### src/rtl/mic_frame_ctrl.sv
// rtl/mic_frame_ctrl.sv - PCM mic frame controller: LRCLK generation, warm-up discard, slot capture, sample handshake
module mic_frame_ctrl #(
  parameter int SLOT_BITS     = 32,
  parameter int DATA_BITS     = 18,
  parameter int WARMUP_FRAMES = 2
) (
  input  logic                 i_bclk,
  input  logic                 i_reset,
  input  logic                 i_enable,
  input  logic                 i_chan_sel,
  input  logic                 i_d_in,
  input  logic                 i_sample_ack,
  output logic                 o_ws,
  output logic [DATA_BITS-1:0] o_sample,
  output logic                 o_sample_valid,
  output logic                 o_overrun,
  output logic                 o_running
);

  localparam int FRAME_BITS = 2 * SLOT_BITS;
  localparam int CW         = $clog2(FRAME_BITS);
  localparam int WW         = (WARMUP_FRAMES > 1) ? $clog2(WARMUP_FRAMES) : 1;

  localparam logic [CW-1:0] CNT_LAST  = CW'(FRAME_BITS - 1);
  localparam logic [CW-1:0] CNT_SLOT  = CW'(SLOT_BITS);
  localparam logic [CW-1:0] CNT_DATA  = CW'(DATA_BITS);
  localparam logic [WW-1:0] WARM_LAST = WW'((WARMUP_FRAMES > 0) ? WARMUP_FRAMES - 1 : 0);

  typedef enum logic [1:0] {
    ST_IDLE,
    ST_WARMUP,
    ST_RUN
  } state_t;

  state_t               r_state;
  logic [CW-1:0]        r_cnt;
  logic [WW-1:0]        r_warm;
  logic                 r_chan;
  logic                 r_ws;
  logic                 r_running;
  logic [DATA_BITS-1:0] r_shift;
  logic [DATA_BITS-1:0] r_sample;
  logic                 r_valid;
  logic                 r_overrun;

  logic                 w_wrap;
  logic [CW-1:0]        w_cnt_next;
  logic [CW-1:0]        w_base;
  logic [CW-1:0]        w_pos;
  logic                 w_capture;
  logic                 w_last_bit;
  logic                 w_load;
  logic [DATA_BITS-1:0] w_word;

  assign w_wrap     = (r_cnt == CNT_LAST);
  assign w_cnt_next = w_wrap ? '0 : r_cnt + CW'(1);
  assign w_base     = r_chan ? CNT_SLOT : '0;
  // Slot-relative bit position; modulo wrap pushes the other slot far above DATA_BITS
  assign w_pos      = r_cnt - w_base;
  assign w_capture  = (r_state == ST_RUN) && i_enable && (w_pos != '0) && (w_pos <= CNT_DATA);
  assign w_last_bit = w_capture && (w_pos == CNT_DATA);
  assign w_load     = w_last_bit && (!r_valid || i_sample_ack);
  assign w_word     = {r_shift[DATA_BITS-2:0], i_d_in};

  always_ff @(posedge i_bclk or negedge i_reset) begin
    if (!i_reset) begin
      r_state   <= ST_IDLE;
      r_cnt     <= '0;
      r_warm    <= '0;
      r_chan    <= 1'b0;
      r_ws      <= 1'b0;
      r_running <= 1'b0;
      r_shift   <= '0;
      r_sample  <= '0;
      r_valid   <= 1'b0;
      r_overrun <= 1'b0;
    end else begin
      if (w_capture) begin
        r_shift <= w_word;
      end

      // A load on the same edge as an ack keeps the holding register full
      if (w_load) begin
        r_sample <= w_word;
        r_valid  <= 1'b1;
      end else if (i_sample_ack) begin
        r_valid  <= 1'b0;
      end

      if (w_last_bit && !w_load) begin
        r_overrun <= 1'b1;
      end

      if (!i_enable) begin
        r_state   <= ST_IDLE;
        r_cnt     <= '0;
        r_warm    <= '0;
        r_ws      <= 1'b0;
        r_running <= 1'b0;
        r_shift   <= '0;
      end else begin
        case (r_state)
          ST_IDLE: begin
            // The leaving edge is the cnt=0 period of the first frame
            r_chan    <= i_chan_sel;
            r_overrun <= 1'b0;
            r_warm    <= '0;
            r_cnt     <= CW'(1);
            r_ws      <= 1'b0;
            if (WARMUP_FRAMES == 0) begin
              r_state   <= ST_RUN;
              r_running <= 1'b1;
            end else begin
              r_state   <= ST_WARMUP;
              r_running <= 1'b0;
            end
          end
          ST_WARMUP: begin
            r_cnt <= w_cnt_next;
            r_ws  <= (w_cnt_next >= CNT_SLOT);
            if (w_wrap) begin
              if (r_warm == WARM_LAST) begin
                r_state   <= ST_RUN;
                r_running <= 1'b1;
              end else begin
                r_warm <= r_warm + WW'(1);
              end
            end
          end
          ST_RUN: begin
            r_cnt <= w_cnt_next;
            r_ws  <= (w_cnt_next >= CNT_SLOT);
          end
          default: begin
            r_state   <= ST_IDLE;
            r_cnt     <= '0;
            r_ws      <= 1'b0;
            r_running <= 1'b0;
          end
        endcase
      end
    end
  end

  assign o_ws           = r_ws;
  assign o_sample       = r_sample;
  assign o_sample_valid = r_valid;
  assign o_overrun      = r_overrun;
  assign o_running      = r_running;

endmodule

### config.mk
export PLATFORM = sky130hd
export DESIGN_NAME = mic_frame_ctrl
export DESIGN_NICKNAME = d
export VERILOG_FILES = /design/src/rtl/mic_frame_ctrl.sv
export SDC_FILE = /design/constraint.sdc
export NUM_CORES = 1
export LEC_CHECK = 0
export BUFFER_PORTS_ARGS = -buffer_cell sky130_fd_sc_hd__buf_4
export CORE_UTILIZATION = 30
export CTS_CLUSTER_SIZE = 12
export DETAILED_ROUTE_END_ITERATION = 7
export SYNTH_ARGS = -nofsm -noshare
export SYNTH_HDL_FRONTEND = slang
export SYNTH_SLANG_ARGS = --single-unit
### constraint.sdc
create_clock -name i_bclk -period 2.3 [get_ports i_bclk]
set_input_delay 0.23 -clock i_bclk [delete_from_list [all_inputs] [get_ports i_bclk]]
set_output_delay 0.23 -clock i_bclk [all_outputs]
set_load 0.1 [all_outputs]
# Word level (Yosys, flattened, before mapping)
# Index checks and enable logic that the tools add are counted.
# Widths: inputs -> output; s select.
# op_classes
add_sub_neg	3
multipliers	0
div_mod_pow	0
order_cmp	2
n_eq_ne	9
shifts	0
n_mux	25
bitwise_logic	0
n_reduce_logical	16
# ops
operator	n
$mux 17	2
$mux 6	3
$mux 1	13
$pmux 6 s2	1
$add 6x1->6 const B	1
$eq 6x5->1 const B	1
$eq 6x6->1 const B	1
$ge 6x6->1 const B	1
$le 6x5->1 const B	1
$logic_and 1x1->1	6
$mux 2	3
$ne 3x3->1 const B	2
$pmux 2 s3	1
$reduce_bool 6->1	1
$sub 6x6->6	1
$pmux 1 s2	2
$reduce_and 2->1	2
$ne 3x1->1 const B	1
$reduce_and 3->1	1
$eq 2x1->1 const B	1
$eq 2x2->1 const B	1
$logic_not 1->1	2
$logic_not 2->1	1
$ne 2x1->1 const B	1
5 further kinds	5
# totals
ff_bits	49
latch_bits	0
ram_bits	0
rom_bits	0
in_bits	6
elab_cells	65
memories	0

# Depth between registers and ports, before layout
# Gate-level depths: netlist (run 1).
# depth
depth_word	12
ltp_mapped	8

# Least setup slack after synthesis (run 1)
# No wires, ideal clock.
# synth_timing
path_kind	reg-to-reg
start	register r_valid (netlist: o_sample_valid)
end	register r_sample[10] (netlist: o_sample[10])
setup_ns	0.126
t_arrival_ns	1.816
path_slack_ns	0.358
path_stages_with_launch	6
path_buffers	2
path_cell_list	dfrtp_1 nand2b_1 nor2b_2 buf_6 buf_12 mux2_4
# synth_via
elab_chain_len	3
# synth_rtl
item	line	rtl
start: declaration	43	logic r_valid;
start signal: assignment	75	r_valid <= 1'b0;
start signal: assignment	85	r_valid <= 1'b1;
start signal: assignment	87	r_valid <= 1'b0;
$logic_not 1->1	62	assign w_load = w_last_bit && (!r_valid || i_sample_ack);
$logic_or 1x1->1	62	
$logic_and 1x1->1	62	
end signal: assignment	84	r_sample <= w_word;
end: declaration	42	logic [DATA_BITS-1:0] r_sample;
# Every way passes these cells.
# A chain may end at the register's enable or synchronous reset.

# Worst setup path after layout (run 1)
# layout_timing
start	register r_cnt[0]
end	register r_sample[6] (netlist: o_sample[6])
# layout_via
elab_chain_len	6
word_cells_on_any_way	8
classes_between	add/sub: 1; order compare: 1; eq/ne: 1; reduce/logical: 5
# layout_rtl
item	line	rtl
start: declaration	36	logic [CW-1:0] r_cnt;
start signal: assignment	119	r_cnt <= w_cnt_next;
start signal: assignment	131	r_cnt <= w_cnt_next;
$sub 6x6->6 (*)	59	assign w_pos = r_cnt - w_base;
parallel branches: the longest is 3 deep, another holds $le 6x5->1	n/a	
$logic_and 1x1->1 (*)	61	assign w_last_bit = w_capture && (w_pos == CNT_DATA);
$logic_and 1x1->1 (*)	62	
# Mark *: on every way between the ends.

==> impl_results.md, run 1 <==
* Status: completed
* RSZ-0062 raised after global routing: false
* Total grt overflow at 0
* Cell area after synthesis at around 0.0022 mm^2
* DRC Markers at 0
* CP endpoint: o_sample[6]
* Initial Util at 31.7%
* EDFF count, synth at 0
* Worst-path clk slew at roughly 0.090 ns
* Vias in the first global route at 1309
* Fill cells at between 700 and 800
* Core area at about 0.0069 mm^2
* Antenna violations before repair at 0
* Sw Share at approximately a quarter
* Worst Path Max Fanout at 18
* Psw at 0.455 mW
* Post CTS Setup Buffer Count at 0
* Clock Tree Root: clkbuf_8
* Final setup vio count at 0
* CP endpoint kind: flop
* Clock Power Share at between 30 and 40%
* Worst setup startpoint: r_cnt[0]
* Routability congestion estimate at about 0.72
* # H-tree levels at 2
* Pwr/cell area at between 600 and 700 mW/mm^2
* Synth Area per Inst at between 10 and 15 um^2
* Relative slew slack at 59.6%
* R2R depth at 7
* CP Data Arrival Time at approximately 2.1 ns
* DRT Pass-1 Iters at 3
* Final period util at between 80 and 90%
* Final Hold Violating Endpoints at 0
* Synth Flop Type: dfrtp_1
* Clock Skews at 0.00499 ns
* Grt met3 use at 3.51%
* Post-place instance area at 0.00248 mm^2
* Min Clock Period, post-route at 1.89 ns
* Final Net Count at ~220
* I/O Pins at 28
* Worst skew pair latency at 0.29 ns
* Sequential fraction of the synthesis area at 56.1%
* Hold_buf cts at 1
* Pin count of the biggest net entering global routing at 50
* Post-CTS sizing at 0
* Worst vdd ir at roughly 0.00024 V
* Antenna cell count at 0
* Internal Power at about 1.3 mW
* Reg-to-reg startpoint: r_cnt[0]
* Drt via density at 4.30
* Syn Inst Count at about 170
* Dominant cell type by area after synthesis: dfrtp_1
* Post-synth ARST share at 100%
* Number of port buffers at 27
* Finished Cell Area at about 0.0026 mm^2
* Synthesized Nets at between 150 and 200
* Flop-to-flop setup slack at a little over 0.4 ns
* Worst endpoint required time at ~2.5 ns
* Top cells by area, synth: dfrtp_1, mux2i_1, mux2_4, mux2_2, ha_1
* Via count at 1280
* Share of layout cells above drive strength 1 at 29.2%
* FMAX at between 500 and 600 MHz
* Total die area at between 0.007 and 0.008 mm^2
* GR Util met1 at about an eighth
* Met2 Resource Use GR at 17.0%
* FP Rows at 30
* CTS Buffer Depth at 2
* Top cell type's share of synthesized area at ~56%
* WL final at between 3000 and 4000 um
* Startpoint types: flop
* Post-route setup TNS at 0 ns
* Busiest grt layer: met2
* Comb power frac at 13.3%
* Layout area overhead at 19.1%
* Synth warnings at 0
* First-pass GRT wire length at a little over 6000 um
* DRT iter0 DRCs at 28
* WL/cell at between 10 and 15 um
* Post-route ant nets at 0
* DP Wirelength at between 2000 and 2500 um
* # Max-Cap Violations at 0
* HP Class: primary input to flop
* # clock sinks at a little under 50
* Total GRT Usage at 10.4%
* Seq pwr share at a little over half
* Worst R2R End: o_sample[6]
* Clock buffer count from CTS at 5
* CTS tree: done
* Unique masters post-synth at 31
* Die W at 87.4 um
* Worst Max-Slew Pin Slew at 0.606 ns
* Max Slew Vio Count at 0
* Leakage at ~1.4 nW
* Height of the die at 87.4 um
* Register bit total from synthesis at 49
* Crit Path Class: flop to flop
## Yosys cell counts, types with 2 or more instances
cell type,number
nor2_1,7
xor2_1,3
mux2_2,9
mux2i_1,17
nand2b_1,3
nand3_1,7
xnor2_1,2
nor3_1,3
mux2_4,10
o21ai_0,4
ha_1,8
inv_1,5
clkbuf_1,2
and3_1,2
nand2_1,24
buf_6,2
dfrtp_1,49
## through the flow
stage | worst slack, ns | instances | hold slack (ns) | power, mW | util, %
finish | 0.414 | 298 | 0.171 | 1.80 | 37.7
detailed placement | 0.426 | 289 | 0.290 | 1.19 | 35.9
global route | 0.267 | 298 | 0.168 | 1.90 | 37.7
CTS | 0.408 | 298 | 0.164 | 1.83 | 37.7
global placement | 0.486 | 289 | 0.288 | 1.19 | 35.9
floorplan | 0.358 | 171 | -0.0656 | 1.12 | -
## critical path, stage by stage, from the launching register on
cell      delay, ns
dfrtp_1        0.43
inv_1          0.10
ha_1           0.17
and4bb_1       0.22
nand4_2        0.14
nor2b_2        0.19
buf_12         0.19
mux2_2         0.34
## metal layers
layer / vias to the layer above / wire length (um)
li1: 643 / -
met1: 609 / 1760
met2: 22 / 1690
met3: 6 / 127
met4: 0 / 46
met5: - / 0
## layout make-up
class                   instances  area (um^2)  share of cell area (%)
flip-flops and latches         49         1230                    47.1
multi-input cells             110          883                    33.9
clock buffers                   7         86.3                    3.31
well taps                      96          120                    4.61
clock inverters                 1         30.0                    1.15
repair buffers                 30          240                    9.22
inverters                       5         18.8                   0.720
## state kept, by name, indices dropped and copies added, names as in the netlist
| signal | count |
|---|---|
| o_ws | 1 |
| o_running | 1 |
| r_cnt | 6 |
| r_state | 2 |
| o_overrun | 1 |
| r_warm | 1 |
| o_sample | 18 |
| r_shift | 17 |
| r_chan | 1 |
| o_sample_valid | 1 |
## layout by cell type (no fill, tap or decap), types with 2 or more instances in the layout
cell type and count:
and3_1 2, buf_4 28, clkbuf_8 6, dfrtp_1 49, ha_1 8, inv_1 5, mux2_2 9, mux2_4 10
mux2i_1 17, nand2_1 24, nand2b_1 3, nand3_1 7, nor2_1 7, nor3_1 3, o21ai_0 3, xnor2_1 2
xor2_1 3
## power by group through the flow
stage / sequential [mW] / combinational [mW] / clock [mW]
floorplan: 0.945 / 0.171 / 0
global placement: 0.952 / 0.236 / 0
detailed placement: 0.953 / 0.241 / 0
CTS: 0.937 / 0.243 / 0.652
global route: 0.945 / 0.273 / 0.684
finish: 0.937 / 0.240 / 0.623
## how the worst min path moves through the flow
stage	from	cells past startpoint	to	slack, ns
final	i_chan_sel	2	r_chan	0.17
after global routing	i_chan_sel	2	r_chan	0.17
after CTS	i_chan_sel	2	r_chan	0.16
after detailed placement	i_reset	1	o_sample[17]	0.29
after global placement	i_reset	1	o_sample[17]	0.29
after floorplan	i_reset	0	o_overrun	-0.07
## logic make-up (layout without fill, tap and decap cells)
| logic type | after synthesis | in the layout | synth area share [%] |
|---|---|---|---|
| compound gates | 11 | 11 | 3.49 |
| xor+xnor | 5 | 5 | 2.00 |
| fa+ha+maj | 8 | 8 | 4.58 |
| buf+inv | 12 | 43 | 3.72 |
| flops | 49 | 49 | 56.1 |
| mux | 36 | 36 | 19.3 |
| simple gates | 50 | 50 | 10.9 |
Power figures use the tool's default switching activity.
==> run 2, diff against run 1 <==
clock period = 1.97 ns   (was 2.3 ns; I/O delays follow)
==> run 2 against run 1 <==
Against the previous run:
- cell count grew 2.0%
- clock skew rose by 0.0011 ns
- fmax down 1.2%
- global-route usage is 0.27 points higher
- via count is 3.4% higher
- die area stayed put
- register-to-register slack got worse by 0.35 ns
- final area is 3.2% higher
- worst setup slack got worse by 0.35 ns
- power up 11%
- sequential share of layout area down 1.5 points
- sequential power up 16%
- largest cell class unchanged
==> impl_results.md, run 2 (synthesis gave the netlist of run 1 again) <==
* Worst-path clk slew at 0.09 ns
* FP Rows at 30
* Layout area overhead at 22.9%
* First-pass GRT wire length at between 6000 and 7000 um
* FMAX at roughly 520 MHz
* # H-tree levels at 2
* Hold Slack at 0.127 ns
* Seq pwr share at 54.5%
* Worst Max-Slew Pin Slew at between 0.6 and 0.7 ns
* Initial Util at around a third
* WL/cell at roughly 12 um
* CP endpoint kind: flop
* Pwr/cell area at about 750 mW/mm^2
* Clock Power Share at about 29%
* Internal Power at 1.44 mW
* HP Class: primary input to flop
* Core area at 0.00691 mm^2
* Post-route ant nets at 0
* Cells after DPL at ~290
* Finished Cell Area at approximately 0.0027 mm^2
* Drt via density at about 4.4
* Min Clock Period, post-route at about 1.9 ns
* Clock Tree Root: clkbuf_8
* I/O Pins at 28
* Pin count of the biggest net entering global routing at 50
* # clock sinks at 49
* Die W at roughly 90 um
* Total grt overflow at 0
* Antenna violations before repair at 0
* DP Wirelength at 2420 um
* Worst endpoint required time at 2.16 ns
* WL final at about 3800 um
* Via count at 1323
* CTS Buffer Depth at 2
* Leakage at around 1.4 nW
* Layout Cells excl Fill at 304
* Number of port buffers at 27
* Final setup vio count at 0
* DRC Markers at 0
* Total GRT Usage at around a tenth
* CTS tree: done
* Max Slew Vio Count at 0
* DRT iter0 DRCs at 40
* Worst skew pair latency at around 0.3 ns
* Comb power frac at about 16%
* Final period util at a little over nine tenths
* Crit Path Class: flop to flop
* RSZ-0062 raised after global routing: true
* Sw Share at roughly 28%
* Commonest non-fill, non-tap cell in the layout: dfrtp_1
* Relative slew slack at 59.8%
* Startpoint types: flop
* DRT Pass-1 Iters at 4
* Share of layout cells above drive strength 1 at between 30% and 40%
* Final Hold Violating Endpoints at 0
* Final Net Count at approximately 220
* Worst Path Max Fanout at 4
* Routability congestion estimate at 0.736
* Clock buffer count from CTS at 5
* # Max-Cap Violations at 0
* Worst vdd ir at 0.000298 V
* Antenna cell count at 0
* Vias in the first global route at approximately 1.3k
* Clock Skews at around 0.006 ns
* Most frequent cells in the layout: dfrtp_1, buf_4, nand2_1, mux2i_1, mux2_4
* Post-place instance area at 0.00251 mm^2
* Total die area at roughly 0.0076 mm^2
* Psw at between 0.5 and 0.6 mW
* CP Data Arrival Time at 2.10 ns
* Height of the die at 87.4 um
* Max reg flops at 18
* Status: completed
## run 2: final cells by class
cell class	instances	area [um^2]
Timing Repair Buffer	36	333
Clock buffer	6	72.6
Fill cell	689	4220
Tap cell	96	120
Multi-Input combinational cell	110	903
Inverter	5	18.8
Clock inverter	2	15.0
Sequential cell	49	1230
## run 2: critical path, cell delays in order (launching register included)
cell and delay, ns:
dfrtp_1 0.42, inv_2 0.09, ha_4 0.13, and4bb_1 0.21
nand4_2 0.16, nor2b_4 0.27, clkbuf_16 0.19, mux2_2 0.33
## run 2: power groups by stage
stage,logic (mW),registers [mW],clock network [mW]
finish,0.325,1.09,0.587
CTS,0.287,1.09,0.608
global placement,0.284,1.11,0
global route,0.380,1.10,0.643
detailed placement,0.283,1.11,0
floorplan,0.199,1.10,0
## run 2: path summary, 6_finish.rpt
path | startpoint | endpoint | slack [ns] | cells after the start
max | r_cnt[0] | o_sample[2] | 0.06 | 7
min | i_chan_sel | r_chan | 0.13 | 2
max reg2reg | r_cnt[0] | o_sample[2] | 0.06 | 7
min reg2reg | r_shift[13] | o_sample[14] | 0.51 | 1
max in group asynchronous | i_reset | r_chan | 1.11 | 2
min in group asynchronous | i_reset | o_sample[17] | 0.45 | 2
## run 2: timing repair
action                                  in CTS  in global routing
endpoints found under the hold margin       49                  0
endpoints found under the setup margin       0                  8
gates resized for setup                      0                  5
hold buffers                                 1                  0
buffers inserted                             0                  2
## run 2: per-layer routing
layer	wire length [um]	GRT usage, %
met5	0	0
met4	58	4.02
met3	142	3.32
met2	1690	16.4
met1	1870	14.1
## run 2: stage by stage
step | worst slack [ns] | total power [mW] | setup TNS [ns] | util [%]
5_1_grt | -0.0293 | 2.13 | -0.133 | 38.9
2_1_floorplan | 0.0282 | 1.30 | 0 | -
3_5_place_dp | 0.120 | 1.39 | 0 | 36.3
6_report | 0.0614 | 2.01 | 0 | 38.9
4_1_cts | 0.101 | 1.99 | 0 | 37.7
3_3_place_gp | 0.154 | 1.39 | 0 | 36.3
==> run 3, diff against run 2 <==
CORE_UTILIZATION = 35   (was 30)
==> run 3 against run 2 <==
Against the previous run:
- worst setup slack better by 0.090 ns
- combinational power shrank 5%
- critical path depth did not move
- non-clock buffer count shrank 2
- clock power hardly changed
- sequential cell count is the same
- fmax is 4.9% higher
- register-to-register slack improved by 0.09 ns
- cell count decreased by 7.6%
- power is 1.2% lower
==> impl_results.md, run 3 (synthesis gave the netlist of run 1 again) <==
* Status: completed
* Commonest non-fill, non-tap cell in the layout: dfrtp_1
* Clock buffer count from CTS at 5
* Finished Cell Area at 0.00259 mm^2
* Final Hold Violating Endpoints at 0
* WL final at 3680 um
* RSZ-0062 raised after global routing: false
* Core area at about 0.0060 mm^2
* Worst-path clk slew at 0.09 ns
* CP Buf/Inv Count at 2
* Cell family with most CP delay: simple AND/OR/NAND/NOR gates
* DRC Markers at 0
* Layout area overhead at 18.5%
* Worst endpoint required time at 2.16 ns
* # Max-Cap Violations at 0
* DP Wirelength at around 2500 um
* WL/cell at 13.1 um
* Clock Skews at slightly above 0.007 ns
* Total die area at roughly 0.0066 mm^2
* Pwr/cell area at approximately 760 mW/mm^2
* Worst R2R End: o_sample[6]
* Critical-path top delay cell: dfrtp_1
* Total grt overflow at 0
* Final Net Count at 219
* Relative slew slack at about three fifths
* DRT Pass-1 Iters at 5
* Most frequent cells in the layout: dfrtp_1, buf_4, nand2_1, mux2i_1, mux2_4
* # H-tree levels at 2
* CP Data Arrival Time at 2.01 ns
* Max Slew Vio Count at 0
* Crit-path cells: inv_1, ha_1, and4bb_1, nand4_2, nor2b_2, buf_12, mux2_2
* Post-route ant nets at 0
* Share of layout cells above drive strength 1 at between 30% and 40%
* Number of port buffers at 27
* FP Rows at 28
* Antenna cell count at 0
* Max reg flops at 18
* Antenna violations before repair at 0
* DRT iter0 DRCs at 60
* Total power at roughly 2.0 mW
* Worst skew pair latency at about 0.30 ns
* Flop-to-flop setup slack at around 0.15 ns
* HP Class: primary input to flop
* CTS Buffer Depth at 2
* First-pass GRT wire length at between 6000 and 7000 um
* Crit Path Class: flop to flop
* Vias in the first global route at 1369
* Final period util at about 92%
* Total GRT Usage at a little over an eighth
* I/O Pins at 28
* CP endpoint kind: flop
* Hold endpoint: r_chan
* Worst Max-Slew Pin Slew at ~0.61 ns
* # clock sinks at 49
* Max incr delay on CP at ~0.38 ns
* Hold Startpoint: i_chan_sel
* Post-route setup TNS at 0 ns
* Reg-to-reg startpoint: r_cnt[0]
* Via count at 1312
* Worst vdd ir at approximately 0.00033 V
* Hold Slack at 0.132 ns
* Post-place instance area at between 0.002 and 0.0025 mm^2
* Post-CTS sizing at 0
* Die W at 81.1 um
* Min Clock Period, post-route at between 1.5 and 2 ns
* Startpoint types: flop
* Clock Tree Root: clkbuf_8
* Leakage at 1.38 nW
* Drt via density at around 4.7
* CTS tree: done
* Worst Hold Depth at 2
* FMAX at about 550 MHz
* Initial Util at 36.5%
* R2R depth at 7
* Pin count of the biggest net entering global routing at 50
* Final setup vio count at 0
* Height of the die at 81.1 um
* Worst setup startpoint: r_cnt[0]
* Worst Path Max Fanout at 18
* Post CTS Setup Buffer Count at 0
* Routability congestion estimate at roughly 0.76
run 3: worst max-delay path by stage:
stage | end | cells past startpoint
after floorplan | o_sample[10] | 5
after global placement | o_sample[7] | 7
after detailed placement | o_sample[6] | 7
after CTS | o_sample[6] | 7
after global routing | o_sample[4] | 7
final | o_sample[6] | 7
run 3: layout make-up:
cell class	instances	area (um^2)
Clock buffer	6	72.6
Tap cell	75	93.8
Sequential cell	49	1230
Inverter	5	18.8
Multi-Input combinational cell	110	883
Fill cell	583	3400
Clock inverter	2	13.8
Timing Repair Buffer	34	283
run 3: per-stage QoR:
step	setup slack, ns	instances	util, %
floorplan	0.0282	171	-
global placement	0.212	272	41.6
detailed placement	0.147	272	41.6
CTS	0.143	281	43.3
global route	0.0701	281	43.3
finish	0.151	281	43.3
run 3: per-layer routing:
layer  GRT usage, %  part of all wire [%]
met3           3.71                   3.9
met4           4.29                  0.87
met1           18.0                    50
met2           19.5                    45
met5              0                     0
run 3: where the power goes:
part	leakage, nW	internal [mW]	switching [mW]	total, mW
Combinational	0.654	0.128	0.182	0.310
Clock	0.0456	0.253	0.331	0.584
Sequential	0.679	1.05	0.0395	1.09
run 3: timing repair:
item / in CTS / in global routing
hold buffers: 1 / 0
endpoints found under the setup margin: 0 / 0
endpoints found under the hold margin: 49 / 0
